## src/rtl/obi_mux_pkg.sv

```systemverilog
// Arbitration modes and sizing helper for the OBI multiplexer.
package obi_mux_pkg;

  typedef enum logic {
    ARB_RR,
    ARB_FIXED
  } arb_mode_e;

  function automatic int unsigned idx_width(input int unsigned n);
    return (n > 1) ? $clog2(n) : 1;
  endfunction

endpackage

```

## src/rtl/obi_pkg.sv

```systemverilog
// OBI bus request/response types shared by masters, slaves and interconnect.
package obi_pkg;

  localparam int unsigned ADDR_WIDTH = 32;
  localparam int unsigned DATA_WIDTH = 32;
  localparam int unsigned BE_WIDTH   = DATA_WIDTH / 8;

  typedef struct packed {
    logic                  req;
    logic                  we;
    logic [BE_WIDTH-1:0]   be;
    logic [ADDR_WIDTH-1:0] addr;
    logic [DATA_WIDTH-1:0] wdata;
  } obi_req_t;

  typedef struct packed {
    logic                  gnt;
    logic                  rvalid;
    logic [DATA_WIDTH-1:0] rdata;
  } obi_resp_t;

endpackage

```

## src/rtl/obi_id_fifo.sv

```systemverilog
// In-order FIFO of granted master indices; the head names the owner of the next response.
module obi_id_fifo
  import obi_mux_pkg::*;
#(
  parameter  int unsigned DEPTH = 2,
  parameter  int unsigned DW    = 2,
  localparam int unsigned CW    = $clog2(DEPTH + 1)
) (
  input  logic          clk_i,
  input  logic          rst_ni,
  input  logic          push,
  input  logic [DW-1:0] wdata,
  input  logic          pop,
  output logic [DW-1:0] rdata,
  output logic          full,
  output logic          empty,
  output logic [CW-1:0] count
);

  localparam int unsigned PW = idx_width(DEPTH);

  logic [DW-1:0] mem [DEPTH];
  logic [PW-1:0] wptr;
  logic [PW-1:0] rptr;
  logic          push_ok;
  logic          pop_ok;

  assign full    = (count == CW'(DEPTH));
  assign empty   = (count == '0);
  assign push_ok = push && !full;
  assign pop_ok  = pop && !empty;
  assign rdata   = mem[rptr];

  always_ff @(posedge clk_i) begin
    if (push_ok) begin
      mem[wptr] <= wdata;
    end
  end

  // Pointers wrap at DEPTH explicitly so non-power-of-two depths work.
  always_ff @(posedge clk_i or negedge rst_ni) begin
    if (!rst_ni) begin
      wptr  <= '0;
      rptr  <= '0;
      count <= '0;
    end else begin
      if (push_ok) begin
        wptr <= (wptr == PW'(DEPTH - 1)) ? '0 : wptr + PW'(1);
      end
      if (pop_ok) begin
        rptr <= (rptr == PW'(DEPTH - 1)) ? '0 : rptr + PW'(1);
      end
      case ({push_ok, pop_ok})
        2'b10:   count <= count + CW'(1);
        2'b01:   count <= count - CW'(1);
        default: count <= count;
      endcase
    end
  end

endmodule

```

## src/rtl/obi_varlat_rr_mux.sv

```systemverilog
// N-to-1 OBI multiplexer with round-robin or fixed-priority arbitration and
// in-order routing of variable-latency responses back to their masters.
module obi_varlat_rr_mux
  import obi_pkg::*;
  import obi_mux_pkg::*;
#(
  parameter  int unsigned NMASTER         = 4,
  parameter  int unsigned MAX_OUTSTANDING = 2,
  parameter  arb_mode_e   ARB_MODE        = ARB_RR,
  localparam int unsigned IW              = idx_width(NMASTER),
  localparam int unsigned CW              = $clog2(MAX_OUTSTANDING + 1)
) (
  input  logic      clk_i,
  input  logic      rst_ni,
  input  obi_req_t  master_req_i  [NMASTER],
  output obi_resp_t master_resp_o [NMASTER],
  output obi_req_t  slave_req_o,
  input  obi_resp_t slave_resp_i,
  output logic [CW-1:0] outstanding_o,
  output logic      err_o
);

  logic [NMASTER-1:0] req_vec;
  logic               any_req;
  logic [IW-1:0]      rr_ptr;
  logic [IW-1:0]      base;
  logic [IW:0]        sum;
  logic [IW-1:0]      cand;
  logic [IW-1:0]      sel;
  logic               lock_q;
  logic [IW-1:0]      lock_sel_q;
  logic               req_out;
  logic               handshake;
  logic               pop;
  logic               fifo_full;
  logic               fifo_empty;
  logic [IW-1:0]      head;
  logic               err_q;

  for (genvar g = 0; g < NMASTER; g++) begin : g_req_vec
    assign req_vec[g] = master_req_i[g].req;
  end

  assign any_req = |req_vec;
  assign base    = (ARB_MODE == ARB_RR) ? rr_ptr : '0;

  // Scan downwards so the first requester at or after base wins last.
  always_comb begin
    cand = '0;
    sum  = '0;
    for (int k = NMASTER - 1; k >= 0; k--) begin
      sum = {1'b0, base} + (IW + 1)'(k);
      if (sum >= (IW + 1)'(NMASTER)) begin
        sum = sum - (IW + 1)'(NMASTER);
      end
      if (req_vec[sum[IW-1:0]]) begin
        cand = sum[IW-1:0];
      end
    end
  end

  assign sel       = lock_q ? lock_sel_q : cand;
  assign req_out   = any_req && !fifo_full && rst_ni;
  assign handshake = req_out && slave_resp_i.gnt;
  assign pop       = slave_resp_i.rvalid && !fifo_empty;

  always_comb begin
    slave_req_o = '0;
    if (req_out) begin
      slave_req_o     = master_req_i[sel];
      slave_req_o.req = 1'b1;
    end
  end

  for (genvar g = 0; g < NMASTER; g++) begin : g_resp
    assign master_resp_o[g].gnt    = handshake && (sel == IW'(g));
    assign master_resp_o[g].rvalid = pop && (head == IW'(g));
    assign master_resp_o[g].rdata  = slave_resp_i.rdata;
  end

  // Freeze the selection during a stalled request so addr/data stay stable.
  always_ff @(posedge clk_i or negedge rst_ni) begin
    if (!rst_ni) begin
      lock_q     <= 1'b0;
      lock_sel_q <= '0;
    end else if (handshake) begin
      lock_q     <= 1'b0;
    end else if (req_out) begin
      lock_q     <= 1'b1;
      lock_sel_q <= sel;
    end
  end

  always_ff @(posedge clk_i or negedge rst_ni) begin
    if (!rst_ni) begin
      rr_ptr <= '0;
    end else if (handshake && (ARB_MODE == ARB_RR)) begin
      rr_ptr <= (sel == IW'(NMASTER - 1)) ? '0 : sel + IW'(1);
    end
  end

  always_ff @(posedge clk_i or negedge rst_ni) begin
    if (!rst_ni) begin
      err_q <= 1'b0;
    end else if (slave_resp_i.rvalid && fifo_empty) begin
      err_q <= 1'b1;
    end
  end

  assign err_o = err_q;

  obi_id_fifo #(
    .DEPTH (MAX_OUTSTANDING),
    .DW    (IW)
  ) u_id_fifo (
    .clk_i  (clk_i),
    .rst_ni (rst_ni),
    .push   (handshake),
    .wdata  (sel),
    .pop    (pop),
    .rdata  (head),
    .full   (fifo_full),
    .empty  (fifo_empty),
    .count  (outstanding_o)
  );

endmodule

```

## config.mk

```make
export PLATFORM = sky130hd
export DESIGN_NAME = obi_varlat_rr_mux
export DESIGN_NICKNAME = d
export VERILOG_FILES = /design/src/rtl/obi_mux_pkg.sv /design/src/rtl/obi_pkg.sv /design/src/rtl/obi_id_fifo.sv /design/src/rtl/obi_varlat_rr_mux.sv
export SDC_FILE = /design/constraint.sdc
export NUM_CORES = 1
export LEC_CHECK = 0
export CAP_MARGIN = 20
export CORE_AREA = 2 2 204 206
export CTS_CLUSTER_DIAMETER = 100
export DETAILED_ROUTE_END_ITERATION = 16
export DIE_AREA = 0 0 206 208
export GPL_TIMING_DRIVEN = 1
export PLACE_DENSITY_LB_ADDON = 0.12
export SLEW_MARGIN = 40
export SYNTH_ARGS = -nofsm -noshare
export SYNTH_HDL_FRONTEND = slang
export SYNTH_SLANG_ARGS = --single-unit
```

## constraint.sdc

```tcl
create_clock -name clk_i -period 3.7 [get_ports clk_i]
set_input_delay 0.74 -clock clk_i [delete_from_list [all_inputs] [get_ports clk_i]]
set_output_delay 0.74 -clock clk_i [all_outputs]
set_load 0.01 [all_outputs]
```

* Word-level counts from Yosys, hierarchy flattened *
Memories as Yosys holds them, arrays and structs flattened.
Index checks and enable logic that the tools add are counted.

word-level totals
  bits in registers = 10
  bits in writable memories = 4
  bits of input ports = 316
  output and inout bits = 209
  word-level logic and storage cells = 93
  memories kept = 1

cells by class
  add/subtract/negate cells = 12
  order comparisons = 9
  equal/unequal tests = 9
  mux-type cells = 29
  bitwise logic cells = 2
  reduce and logical (&&, ||, !) cells = 24

memory list
  name           words  width  rd ports  clocked after Yosys merged registers in  wr ports  line               source
  u_id_fifo.mem  2      2      1         0                                        1         obi_id_fifo.sv:22  logic [DW-1:0] mem [DEPTH];

operators with widths
  kind                   count
  $bmux W70 S2           1
  $mux W69               2
  $mux W70               1
  $mux W2                10
  $logic_and A1 B1 Y1    15
  $eq A2 B2 Y1 const B   6
  $ge A3 B3 Y1 const B   4
  $lt A2 B3 Y1 const B   4
  $mux W1                10
  $sub A2 B1 Y2 const B  5
  $bmux W1 S2            4
  $add A2 B2 Y3 const B  2
  $eq A2 B1 Y1 const B   3
  $logic_not A2 Y1       3
  $add A2 B1 Y2 const B  2
  $pmux W2 S2            1
  $reduce_bool A2 Y1     2
  $reduce_or A4 Y1       1
  $add A2 B1 Y3 const B  1
  $ge A2 B3 Y1 const B   1
  $not A2 Y3             1
  $add A1 B1 Y1 const B  2
  $logic_not A1 Y1       2
  $reduce_and A2 Y1      1
  $not A1 Y1             1

* Longest topological paths before layout *
  depth after elaboration = 15
  mapped depth = 10
  depth with buffers taken out = 7

* Hierarchy *
Synthesis repeated with hierarchy kept, for this count alone.

second synthesis, totals
  cells, all modules = 441
  area, all modules = 3774.9 µm²

modules (own cells, without submodules)
  module             times used  cells an instance  area an instance (µm²)  seq. area each (µm²)
  obi_varlat_rr_mux  1           417                3435.8                  150.1
  obi_id_fifo        1           24                 339.1                   220.2

* Worst setup path after synthesis *
Ideal clock, no wire load.

  kind = input to output
  start point = input master_req_i[209] in the netlist's numbering
  end point = output slave_req_o[4] in the netlist's numbering
  arrival = 2056 ps
  data required time = 2960 ps
  path slack = 904 ps
  cell stages on the path = 6
  buffers on the path = 2
  cell sequence = nor4_1 > nor3_4 > nand2_1 > buf_2 > buf_4 > o22ai_1

RTL lines
  what         line                     source
  from (decl)  obi_varlat_rr_mux.sv:15  input obi_req_t master_req_i [NMASTER],
  to (decl)    obi_varlat_rr_mux.sv:17  output obi_req_t slave_req_o,

==> key figures <==
Clocking
  • # clock sinks: 14
  • CTS tree: yes
  • Worst-case clock buffer depth: 2
  • Post-CTS Hold Buffers: 0
  • H-tree Lvls: 1
  • CTS buffer count: 3
  • Root Driver: clkbuf_16
  • Worst-path clk slew: 40 ps
  • Worst skew pair latency: 240 ps

Floorplanning
  • Core Area: 0.04055 mm^2
  • Die width: 206 um
  • Die Ht: 208 um
  • Area of the die: 0.04285 mm^2
  • Initial Utilization: 9.546%
  • I/O pins: 525
  • # rows: 74

Job
  • Max-capacitance violation count: 0

Critical path
  • Critical Path Sink: slave_req_o[41]
  • R2R setup slack: 1620 ps
  • Setup CP Type: in -> out
  • Worst EP required: 2960 ps
  • Startpoint Class: input port
  • Worst R2R Start: u_id_fifo.count[1]
  • Worst R2R End: u_id_fifo.count[1]
  • R2R depth: 8
  • Worst-path fanout max: 15
  • Critical Path AT: 2810 ps
  • CP startpoint: master_req_i[279]
  • Worst Setup End Kind: primary output

Pwr
  • Leak: 3.066 nW
  • Sw frac: 42.46%
  • Logic pwr share: 88.2%
  • Internal power: 2.533 mW
  • Clk pwr share: 4.6%
  • Power Density: 571.5 mW/mm^2
  • Sequential share of power: 7.1%
  • Maximum vdd drop: 0.2649 mV
  • Net Sw Power: 1.869 mW

Drt
  • DR vias/cell: 3.342
  • WL per Instance: 16.04 um
  • Post-Route WL: 19780 um
  • DR iter-0 viols: 83
  • Drt first pass iters: 4
  • DRC viols: 0
  • Routed Antenna Nets: 0
  • DR vias: 4121

Global routing
  • Gr usage total: 8.563%
  • First-pass GRT wire length: 28190 um
  • Initial antenna violation count: 0
  • Grt ovf: 0
  • Pin count of the biggest net entering global routing: 31
  • Vias in the first global route: 4613

STA
  • Max-slew violations: 0
  • Post-layout min period: 3546 ps
  • Clock Skew: 3.060 ps
  • Final setup viols: 0
  • Fmax: 282.0 MHz
  • Worst Tran Pin Value: 474.8 ps
  • Max transition margin: 68.06%
  • Hold Vio Cnt, Final: 0
  • Final setup margin: 153.8 ps
  • RSZ-0062 raised after global routing: no
  • Final worst-path cycle share: 95.84%

Synth
  • YS warnings: 0
  • Synth Register Bits: 14
  • Number of flops mapped to enable cells by yosys: 4
  • Cell variety after synth: 41
  • Mean Syn Cell Area: 8.660 um^2
  • Post-Syn Instances: 447
  • Register area share after synthesis: 9.567%
  • Synthesized area: 0.003871 mm^2
  • Ys flop type: dfrtp_1
  • Syn nets: 764
  • Async SR Flop Fraction: 71.43%

Finish
  • Diodes inserted: 0
  • Layout Nets: 1019
  • Most common cell after layout, fill and taps aside: clkdlybuf4s50_1
  • Commonest cells after routing, fill and taps aside: 287 x clkdlybuf4s50_1, 128 x mux2i_1, 76 x dlygate4sd2_1
  • FILL cells: 4575
  • Layout cells sized above 1: 11.98%
  • Core Util, Final: 18.99%
  • P&R area growth vs syn: 98.97%

Min path
  • HP Class: reg -> reg
  • Hold wc startpoint: err_o

Outcome
  • Status: finished, final reports clean

Place
  • Detailed placement HPWL: 16830 um
  • Place WS: -331.8 ps
  • RD Place Congestion: 0.7142
  • Number of buffers added on ports: 364
[stage by stage]
step	setup TNS, ps	std cells	area (um^2)	power [mW]	hold slack (ps)
detailed placement	-18190	1218	7445	4.171	444.2
global placement	-19180	1218	7445	4.235	445.8
global route	0	1233	7702	4.721	464.1
finish	0	1233	7702	4.402	448.4
CTS	0	1231	7675	4.467	454.2
floorplan	0	447	3871	2.454	444.4
[power by group through the flow]
stage | sequential, mW | combinational [mW] | clock (mW)
2_1_floorplan | 0.276 | 2.18 | 0
3_3_place_gp | 0.312 | 3.92 | 0
3_5_place_dp | 0.309 | 3.86 | 0
4_1_cts | 0.314 | 3.94 | 0.211
5_1_grt | 0.326 | 4.18 | 0.220
6_report | 0.313 | 3.88 | 0.205
[final cells by class]
cell class              instances  area, um^2  share of cell area (%)
clock buffers                   4       78.83                   1.023
inverters                       4       15.01                  0.1949
multi-input cells             265        2381                   30.91
flip-flops and latches         14       370.4                   4.808
well taps                     532       665.6                   8.642
repair buffers                414        4192                   54.42
[registers in the layout, summed over array words and instances (netlist names)]
| name | count |
|---|---|
| u_id_fifo.wptr | 1 |
| err_o | 1 |
| u_id_fifo.rptr | 1 |
| lock_q | 1 |
| base | 2 |
| u_id_fifo.mem | 4 |
| u_id_fifo.count | 2 |
| lock_sel_q | 2 |
[kinds of logic (layout without fill, tap and decap cells)]
group / count (synthesis) / after routing / synth area share (%)
XOR/XNOR: 6 / 6 / 1.357
buffers and inverters: 168 / 422 / 31.54
adder cells (fa/ha/maj): 1 / 1 / 0.3232
flip-flops: 14 / 14 / 9.567
AND/OR/NAND/NOR: 31 / 31 / 4.654
AO/OA/AOI/OAI: 85 / 85 / 15.74
multiplexers: 142 / 142 / 36.81
[layer usage]
layer | vias up | global-route usage, % | wire length, um
met2 | 240 | 16.69 | 10360
met3 | 18 | 2.600 | 1915
met5 | - | 0 | 0
met4 | 0 | 1.182 | 210
li1 | 2018 | - | -
met1 | 1845 | 9.062 | 7299
[synthesized netlist by cell type, types with 3 or more instances]
master    number  area share, %
buf_4        144             28
dfrtp_1       10            6.5
a21oi_1        3           0.39
edfxtp_1       4            3.1
o22ai_1       59            9.5
buf_6          3           0.87
xnor2_1        5            1.1
nor2_1         9           0.87
o22ai_2       10            3.2
nand2_1        5           0.48
buf_2          9            1.2
buf_1          5           0.48
inv_1          4           0.39
mux2i_1      139             36
[worst max-delay path: stages]
cell           delay, ps
dlygate4sd2_1        290
mux2_4               310
a211oi_4             250
buf_12               160
buf_12               130
buf_12               110
buf_12               150
mux2i_2              250
o22ai_1              100
dlygate4sd2_1        290
[worst min path at each step]
stage | end | slack [ps] | cells after the start
final | err_o | 450 | 1
after global routing | err_o | 460 | 1
after CTS | err_o | 450 | 1
after detailed placement | err_o | 440 | 1
after global placement | err_o | 450 | 1
after floorplan | base[0] | 440 | 0
[timing repair]
| action | CTS | global route |
|---|---|---|
| gates resized for setup | 103 | 0 |
| pin swaps | 1 | 1 |
| hold endpoints to repair | 0 | 0 |
| setup endpoints to repair | 73 | 1 |
| cloned | 1 | 0 |
| setup buffers | 8 | 2 |
(Power assumes the default switching activity.)
